`src/rtl/csr_counter_bank.sv`:
```
// csr_counter_bank: machine-mode performance counter bank with half-word CSR access,
// per-slot inhibit and sticky overflow. Define COUNTER_SNAPSHOT_EN for consistent low/high read pairs.
module csr_counter_bank #(
    parameter int NUM_COUNTERS  = 4,
    parameter int COUNTER_WIDTH = 64,
    parameter int INDEX_WIDTH   = 5
) (
    input  logic                    clock,
    input  logic                    reset,
    input  logic                    retireValid,
    input  logic [NUM_COUNTERS-1:0] eventPulse,
    input  logic                    readEnable,
    input  logic [INDEX_WIDTH-1:0]  readIndex,
    input  logic                    readHigh,
    output logic [31:0]             readData,
    output logic                    readValid,
    input  logic                    writeEnable,
    input  logic [INDEX_WIDTH-1:0]  writeIndex,
    input  logic                    writeHigh,
    input  logic [1:0]              writeOp,
    input  logic [31:0]             writeOperand,
    input  logic                    inhibitWrite,
    input  logic [NUM_COUNTERS-1:0] inhibitData,
    output logic [NUM_COUNTERS-1:0] countInhibit,
    output logic [NUM_COUNTERS-1:0] overflowFlag,
    input  logic [NUM_COUNTERS-1:0] overflowClear,
    output logic                    accessError
);
    localparam logic [1:0]               CSR_NONE = 2'b00;
    localparam logic [1:0]               CSR_RW   = 2'b01;
    localparam logic [1:0]               CSR_RS   = 2'b10;
    localparam logic [1:0]               CSR_RC   = 2'b11;
    localparam logic [31:0]              NUM_U    = 32'(NUM_COUNTERS);
    localparam logic [COUNTER_WIDTH-1:0] CNT_ONES = {COUNTER_WIDTH{1'b1}};
    localparam logic [COUNTER_WIDTH-1:0] CNT_ONE  = COUNTER_WIDTH'(1);

    // Counters narrower than 64 bits are viewed through a zero-extended 64-bit window.
    function automatic logic [63:0] widen(input logic [COUNTER_WIDTH-1:0] v);
        return 64'(v);
    endfunction

    logic [COUNTER_WIDTH-1:0] cnt_q [NUM_COUNTERS];
    logic [COUNTER_WIDTH-1:0] cnt_d [NUM_COUNTERS];
    logic [NUM_COUNTERS-1:0]  inhibit_q, inhibit_d;
    logic [NUM_COUNTERS-1:0]  ovf_q, ovf_d;
    logic [NUM_COUNTERS-1:0]  inc_s, wrap_s;
    logic [31:0]              read_data_q, read_data_d;
    logic                     read_valid_q, read_valid_d;
    logic                     access_error_q, access_error_d;
    logic [31:0]              rd_idx_s, wr_idx_s;
    logic                     rd_in_range_s, wr_in_range_s, wr_hit_s;
    logic [63:0]              rd_word_s, wr_word_s, wr_new_s;
    logic [31:0]              wr_half_old_s, wr_half_new_s, rd_high_s;

    // Index decode and read/write source selection from current state.
    always_comb begin
        rd_idx_s      = 32'(readIndex);
        wr_idx_s      = 32'(writeIndex);
        rd_in_range_s = (rd_idx_s < NUM_U);
        wr_in_range_s = (wr_idx_s < NUM_U);
        wr_hit_s      = writeEnable && (writeOp != CSR_NONE) && wr_in_range_s;
        rd_word_s     = 64'd0;
        wr_word_s     = 64'd0;
        for (int i = 0; i < NUM_COUNTERS; i++) begin
            rd_word_s |= (rd_idx_s == unsigned'(i)) ? widen(cnt_q[i]) : 64'd0;
            wr_word_s |= (wr_idx_s == unsigned'(i)) ? widen(cnt_q[i]) : 64'd0;
        end
    end

    // CSR read-modify-write of the selected half; the other half passes through.
    always_comb begin
        wr_half_old_s = writeHigh ? wr_word_s[63:32] : wr_word_s[31:0];
        case (writeOp)
            CSR_RW:  wr_half_new_s = writeOperand;
            CSR_RS:  wr_half_new_s = wr_half_old_s | writeOperand;
            CSR_RC:  wr_half_new_s = wr_half_old_s & ~writeOperand;
            default: wr_half_new_s = wr_half_old_s;
        endcase
        if (writeHigh) begin
            wr_new_s = {wr_half_new_s, wr_word_s[31:0]};
        end else begin
            wr_new_s = {wr_word_s[63:32], wr_half_new_s};
        end
    end

    // Per-slot increment, write priority and sticky overflow.
    always_comb begin
        for (int i = 0; i < NUM_COUNTERS; i++) begin
            if (i == 0) begin
                inc_s[i] = ~inhibit_q[i];
            end else if (i == 1) begin
                inc_s[i] = ~inhibit_q[i] & retireValid;
            end else begin
                inc_s[i] = ~inhibit_q[i] & eventPulse[i];
            end
            // A write to this slot swallows its increment, so it can never wrap this cycle.
            if (wr_hit_s && (wr_idx_s == unsigned'(i))) begin
                cnt_d[i]  = wr_new_s[COUNTER_WIDTH-1:0];
                wrap_s[i] = 1'b0;
            end else if (inc_s[i]) begin
                cnt_d[i]  = cnt_q[i] + CNT_ONE;
                wrap_s[i] = (cnt_q[i] == CNT_ONES);
            end else begin
                cnt_d[i]  = cnt_q[i];
                wrap_s[i] = 1'b0;
            end
            ovf_d[i] = wrap_s[i] | (ovf_q[i] & ~overflowClear[i]);
        end
        inhibit_d = inhibitWrite ? inhibitData : inhibit_q;
    end

`ifdef COUNTER_SNAPSHOT_EN
    logic                   snap_valid_q, snap_valid_d;
    logic [INDEX_WIDTH-1:0] snap_idx_q, snap_idx_d;
    logic [31:0]            snap_data_q, snap_data_d;

    // Low-half reads capture the upper half; any other read or a write to that slot drops it.
    always_comb begin
        snap_valid_d = snap_valid_q;
        snap_idx_d   = snap_idx_q;
        snap_data_d  = snap_data_q;
        if (readEnable) begin
            if (rd_in_range_s && !readHigh) begin
                snap_valid_d = 1'b1;
                snap_idx_d   = readIndex;
                snap_data_d  = rd_word_s[63:32];
            end else begin
                snap_valid_d = 1'b0;
            end
        end else begin
            snap_valid_d = snap_valid_q;
        end
        if (wr_hit_s && (writeIndex == snap_idx_d)) begin
            snap_valid_d = 1'b0;
        end else begin
            snap_valid_d = snap_valid_d;
        end
        rd_high_s = (snap_valid_q && (snap_idx_q == readIndex)) ? snap_data_q : rd_word_s[63:32];
    end

    // Snapshot register.
    always_ff @(posedge clock) begin
        if (!reset) begin
            snap_valid_q <= 1'b0;
            snap_idx_q   <= {INDEX_WIDTH{1'b0}};
            snap_data_q  <= 32'd0;
        end else begin
            snap_valid_q <= snap_valid_d;
            snap_idx_q   <= snap_idx_d;
            snap_data_q  <= snap_data_d;
        end
    end
`else
    // High-half reads see the live counter.
    always_comb begin
        rd_high_s = rd_word_s[63:32];
    end
`endif

    // Read port result and out-of-range error, registered for one-cycle latency.
    always_comb begin
        read_valid_d = readEnable;
        if (!readEnable || !rd_in_range_s) begin
            read_data_d = 32'd0;
        end else if (readHigh) begin
            read_data_d = rd_high_s;
        end else begin
            read_data_d = rd_word_s[31:0];
        end
        access_error_d = (readEnable & ~rd_in_range_s) | (writeEnable & ~wr_in_range_s);
    end

    // State registers with synchronous active-low reset.
    always_ff @(posedge clock) begin
        if (!reset) begin
            for (int i = 0; i < NUM_COUNTERS; i++) begin
                cnt_q[i] <= {COUNTER_WIDTH{1'b0}};
            end
            inhibit_q      <= {NUM_COUNTERS{1'b0}};
            ovf_q          <= {NUM_COUNTERS{1'b0}};
            read_data_q    <= 32'd0;
            read_valid_q   <= 1'b0;
            access_error_q <= 1'b0;
        end else begin
            for (int i = 0; i < NUM_COUNTERS; i++) begin
                cnt_q[i] <= cnt_d[i];
            end
            inhibit_q      <= inhibit_d;
            ovf_q          <= ovf_d;
            read_data_q    <= read_data_d;
            read_valid_q   <= read_valid_d;
            access_error_q <= access_error_d;
        end
    end

    assign readData     = read_data_q;
    assign readValid    = read_valid_q;
    assign accessError  = access_error_q;
    assign countInhibit = inhibit_q;
    assign overflowFlag = ovf_q;

endmodule

```
`config.mk`:
```
export PLATFORM = sky130hd
export DESIGN_NAME = csr_counter_bank
export DESIGN_NICKNAME = d
export VERILOG_FILES = /design/src/rtl/csr_counter_bank.sv
export SDC_FILE = /design/constraint.sdc
export NUM_CORES = 1
export LEC_CHECK = 0
export BUFFER_PORTS_ARGS = -buffer_cell sky130_fd_sc_hd__buf_2
export CAP_MARGIN = 10
export CORE_MARGIN = 5
export CORE_UTILIZATION = 41
export CTS_BUF_LIST = sky130_fd_sc_hd__clkbuf_16
export DETAILED_ROUTE_END_ITERATION = 6
export PLACE_DENSITY = 0.54
export SYNTH_ARGS = -nofsm -noshare
export SYNTH_HDL_FRONTEND = slang
export SYNTH_SLANG_ARGS = --single-unit
export TNS_END_PERCENT = 50
```
`constraint.sdc`:
```
create_clock -name clock -period 4.3 [get_ports clock]
set_input_delay 0.43 -clock clock [delete_from_list [all_inputs] [get_ports clock]]
set_output_delay 0.43 -clock clock [all_outputs]
set_load 0.02 [all_outputs]
```
==> metrics.txt <==
status=finished with violations; failing checks=DRC; max cap viols=0; Syn-to-layout area delta=11.5%; post-route cell area=23600 um^2; number of global-route vias before repair=20400; Clock Sink Count=298; Total GRT Usage=0.332; period utilisation layout=0.749; RePlAce Congestion=1.01; crit path time final=3220 ps; die area=56200 um^2; Mapped Avg Cell Area=8.54 um^2; hold depth=3; Startpoint Class=register; Die Ht=237 um; initial core utilization=0.413; commonest cells after routing, fill and taps aside=dfxtp_1, nor2_1, nand2_1; Least-Margin Pin Slew=1100 ps; post-synthesis mux area share=0.144; initial antenna violation count=4; clk_skew=18.8 ps; DR WL/cell=30.8 um; Min-Delay Endpoint=countInhibit[1]$_SDFFE_PN0P_; final setup fails=0; complex-gate fraction of the synthesized area=0.204; Initial DRC Count=2829; Worst setup EP type=register; clock input transition at the sequential cells of the worst setup and hold paths=60 ps; TritonCTS Buffers=39; share of cells above drive strength 1=0.156; area of the multi-input gates=14200 um^2; Post-Syn Instances=2477; Peak Freq=311 MHz; worst hold path type=primary input to register; fin worst setup slack=1080 ps; setup TNS=0 ps; Yosys cell types=70; syn_nets=2545; Synth Area in Simple Gates=0.251; DRT Wirelength=98200 um; Worst R2R Setup Slack=1080 ps; vias=22600; Setup CP Type=register to register; Post-Synth Adder-Cell Area=0.00237; number of flops mapped to enable cells by yosys=0; min-delay src=inhibitData[1]; VDD IR max=295 uV; Post-DRT Antenna Nets=0; Root Buffer=clkbuf_16; dpl ws=1170 ps; DRT Pass-1 Iters=7; combinational family with the most area after synthesis=simple AND/OR/NAND/NOR gates; Post-CTS Setup Inserts=0; DRC errors left=10; async set or reset register ratio after synthesis=0; nets@finish=2545; area share of xor/xnor cells in the synthesized design=0.0687; leading cell type in the layout, fill and taps excluded=dfxtp_1; YS warnings=0; latest clock arrival within the worst-skew pair=570 ps; placed cell area=22400 um^2; DP HPWL=70800 um; max-slew violation count=0; Yosys reg bits=298; I/O pins=106; Post-synth top flop=dfxtp_1; Worst EP arrival=3730 ps; R2R Path Start=cnt_q[0][1]$_SDFFE_PN0P_; CP max FO=6; R2R cell count=6; GRT overflow=0; post-synthesis sequential area ratio=0.282; first-pass GRT wire length=142000 um; row cnt=83; Leak=7.68 nW; Mapped Area=21200 um^2; post-cts resize count=0; Reg area=5970 um^2; CP Data Required Time=4810 ps; drt via density=7.08; clock buffer depth=3; # fillers=5023; RR Endpoint=cnt_q[0][56]$_SDFFE_PN0P_; Fin. Hold Viols=0; Slew HR=0.263; PortBufs=103; pwr dens=289 nW/um^2; largest net degree at the start of global routing=66; unrepaired setup endpoints after global routing=no; H-tree Lvls=2; # hold bufs at CTS=0; TritonCTS clock tree=built; Die X=237 um; core area=51200 um^2
critical path, cell delays in order (launching register included):
cell and delay, ps:
dfxtp_1 450, ha_1 480, nand3b_1 200, nor4_1 870
nand4_1 470, or4_1 590, nand3_1 90
worst max-delay path by stage:
stage               slack, ps                          from  cells past startpoint                         to
finish                   1080      cnt_q[0][1]$_SDFFE_PN0P_                      6  cnt_q[0][56]$_SDFFE_PN0P_
global route             1040     cnt_q[1][11]$_SDFFE_PN0P_                      6  cnt_q[1][55]$_SDFFE_PN0P_
CTS                      1190     cnt_q[1][13]$_SDFFE_PN0P_                      6  cnt_q[1][55]$_SDFFE_PN0P_
floorplan                1810  countInhibit[1]$_SDFFE_PN0P_                      7  cnt_q[1][61]$_SDFFE_PN0P_
detailed placement       1170                    writeOp[1]                      7  cnt_q[1][50]$_SDFFE_PN0P_
global placement         1190                    writeOp[1]                      7  cnt_q[3][50]$_SDFFE_PN0P_
sequential cells by signal, indices dropped and copies added, names as in the netlist:
register      cells
accessError       1
overflowFlag      4
readValid         1
countInhibit      4
readData         32
cnt_q           256
area by class of cell:
class | instances | share of cell area
Multi-Input combinational cell | 1919 | 0.603
Sequential cell | 298 | 0.253
Timing Repair Buffer | 184 | 0.0512
Clock buffer | 41 | 0.0435
Tap cell | 680 | 0.0361
Clock inverter | 29 | 0.00743
Inverter | 35 | 0.00578
Antenna cell | 2 | 0.000212
synth_stat cells, drive strengths merged (8+ instances only):
master / instances / area (um^2)
nand3: 114 / 576
o22ai: 11 / 68.8
nor3: 51 / 255
and2: 10 / 62.6
mux2: 21 / 236
a32o: 13 / 130
nand4b: 8 / 70.1
xnor2: 120 / 1050
mux4: 107 / 2410
nor4: 54 / 372
buf: 43 / 196
a211oi: 91 / 683
o211a: 31 / 310
a222oi: 9 / 90.1
o21bai: 11 / 82.6
a22oi: 19 / 143
a21oi: 66 / 330
a311oi: 84 / 736
mux2i: 40 / 400
nand4: 115 / 719
or4: 73 / 556
nor2: 241 / 905
o21ai: 79 / 395
or2: 9 / 56.3
o31ai: 75 / 563
nor2b: 17 / 106
nand2: 172 / 646
and3: 23 / 144
inv: 35 / 131
xor2: 46 / 403
dfxtp: 298 / 5970
or3: 64 / 410
clkbuf: 182 / 689
and4: 26 / 228
a22o: 12 / 105
a32oi: 30 / 263
metal layers:
metal | wire (um) | GRT usage
met1 | 39200 | 0.447
met2 | 42000 | 0.501
met3 | 10900 | 0.0790
met4 | 6030 | 0.168
met5 | 42 | 0.000842
per-stage QoR:
stage                util  hold slack (ps)  std cells  power [mW]
global route        0.461              128       3186        6.96
detailed placement  0.437              457       3116        3.62
floorplan               -              490       2477        3.33
finish              0.461              116       3188        6.81
global placement    0.437              458       3116        3.62
CTS                 0.461             98.8       3186        6.81
kinds of logic after synthesis:
family                     after synthesis
muxes                                  168
DFF                                    298
xor gates and xnor gates               166
adders and majority gates                4
and+or+nand+nor                       1002
AOI/OAI and AO/OA                      579
buffers and inverters                  260
where the power goes:
group	switching [mW]	internal (mW)	leakage, nW
Clock	1.40	1.83	0.612
Sequential	0.0648	2.80	2.41
Combinational	0.482	0.240	4.66
Total	1.94	4.87	7.68
(Power assumes the default switching activity.)
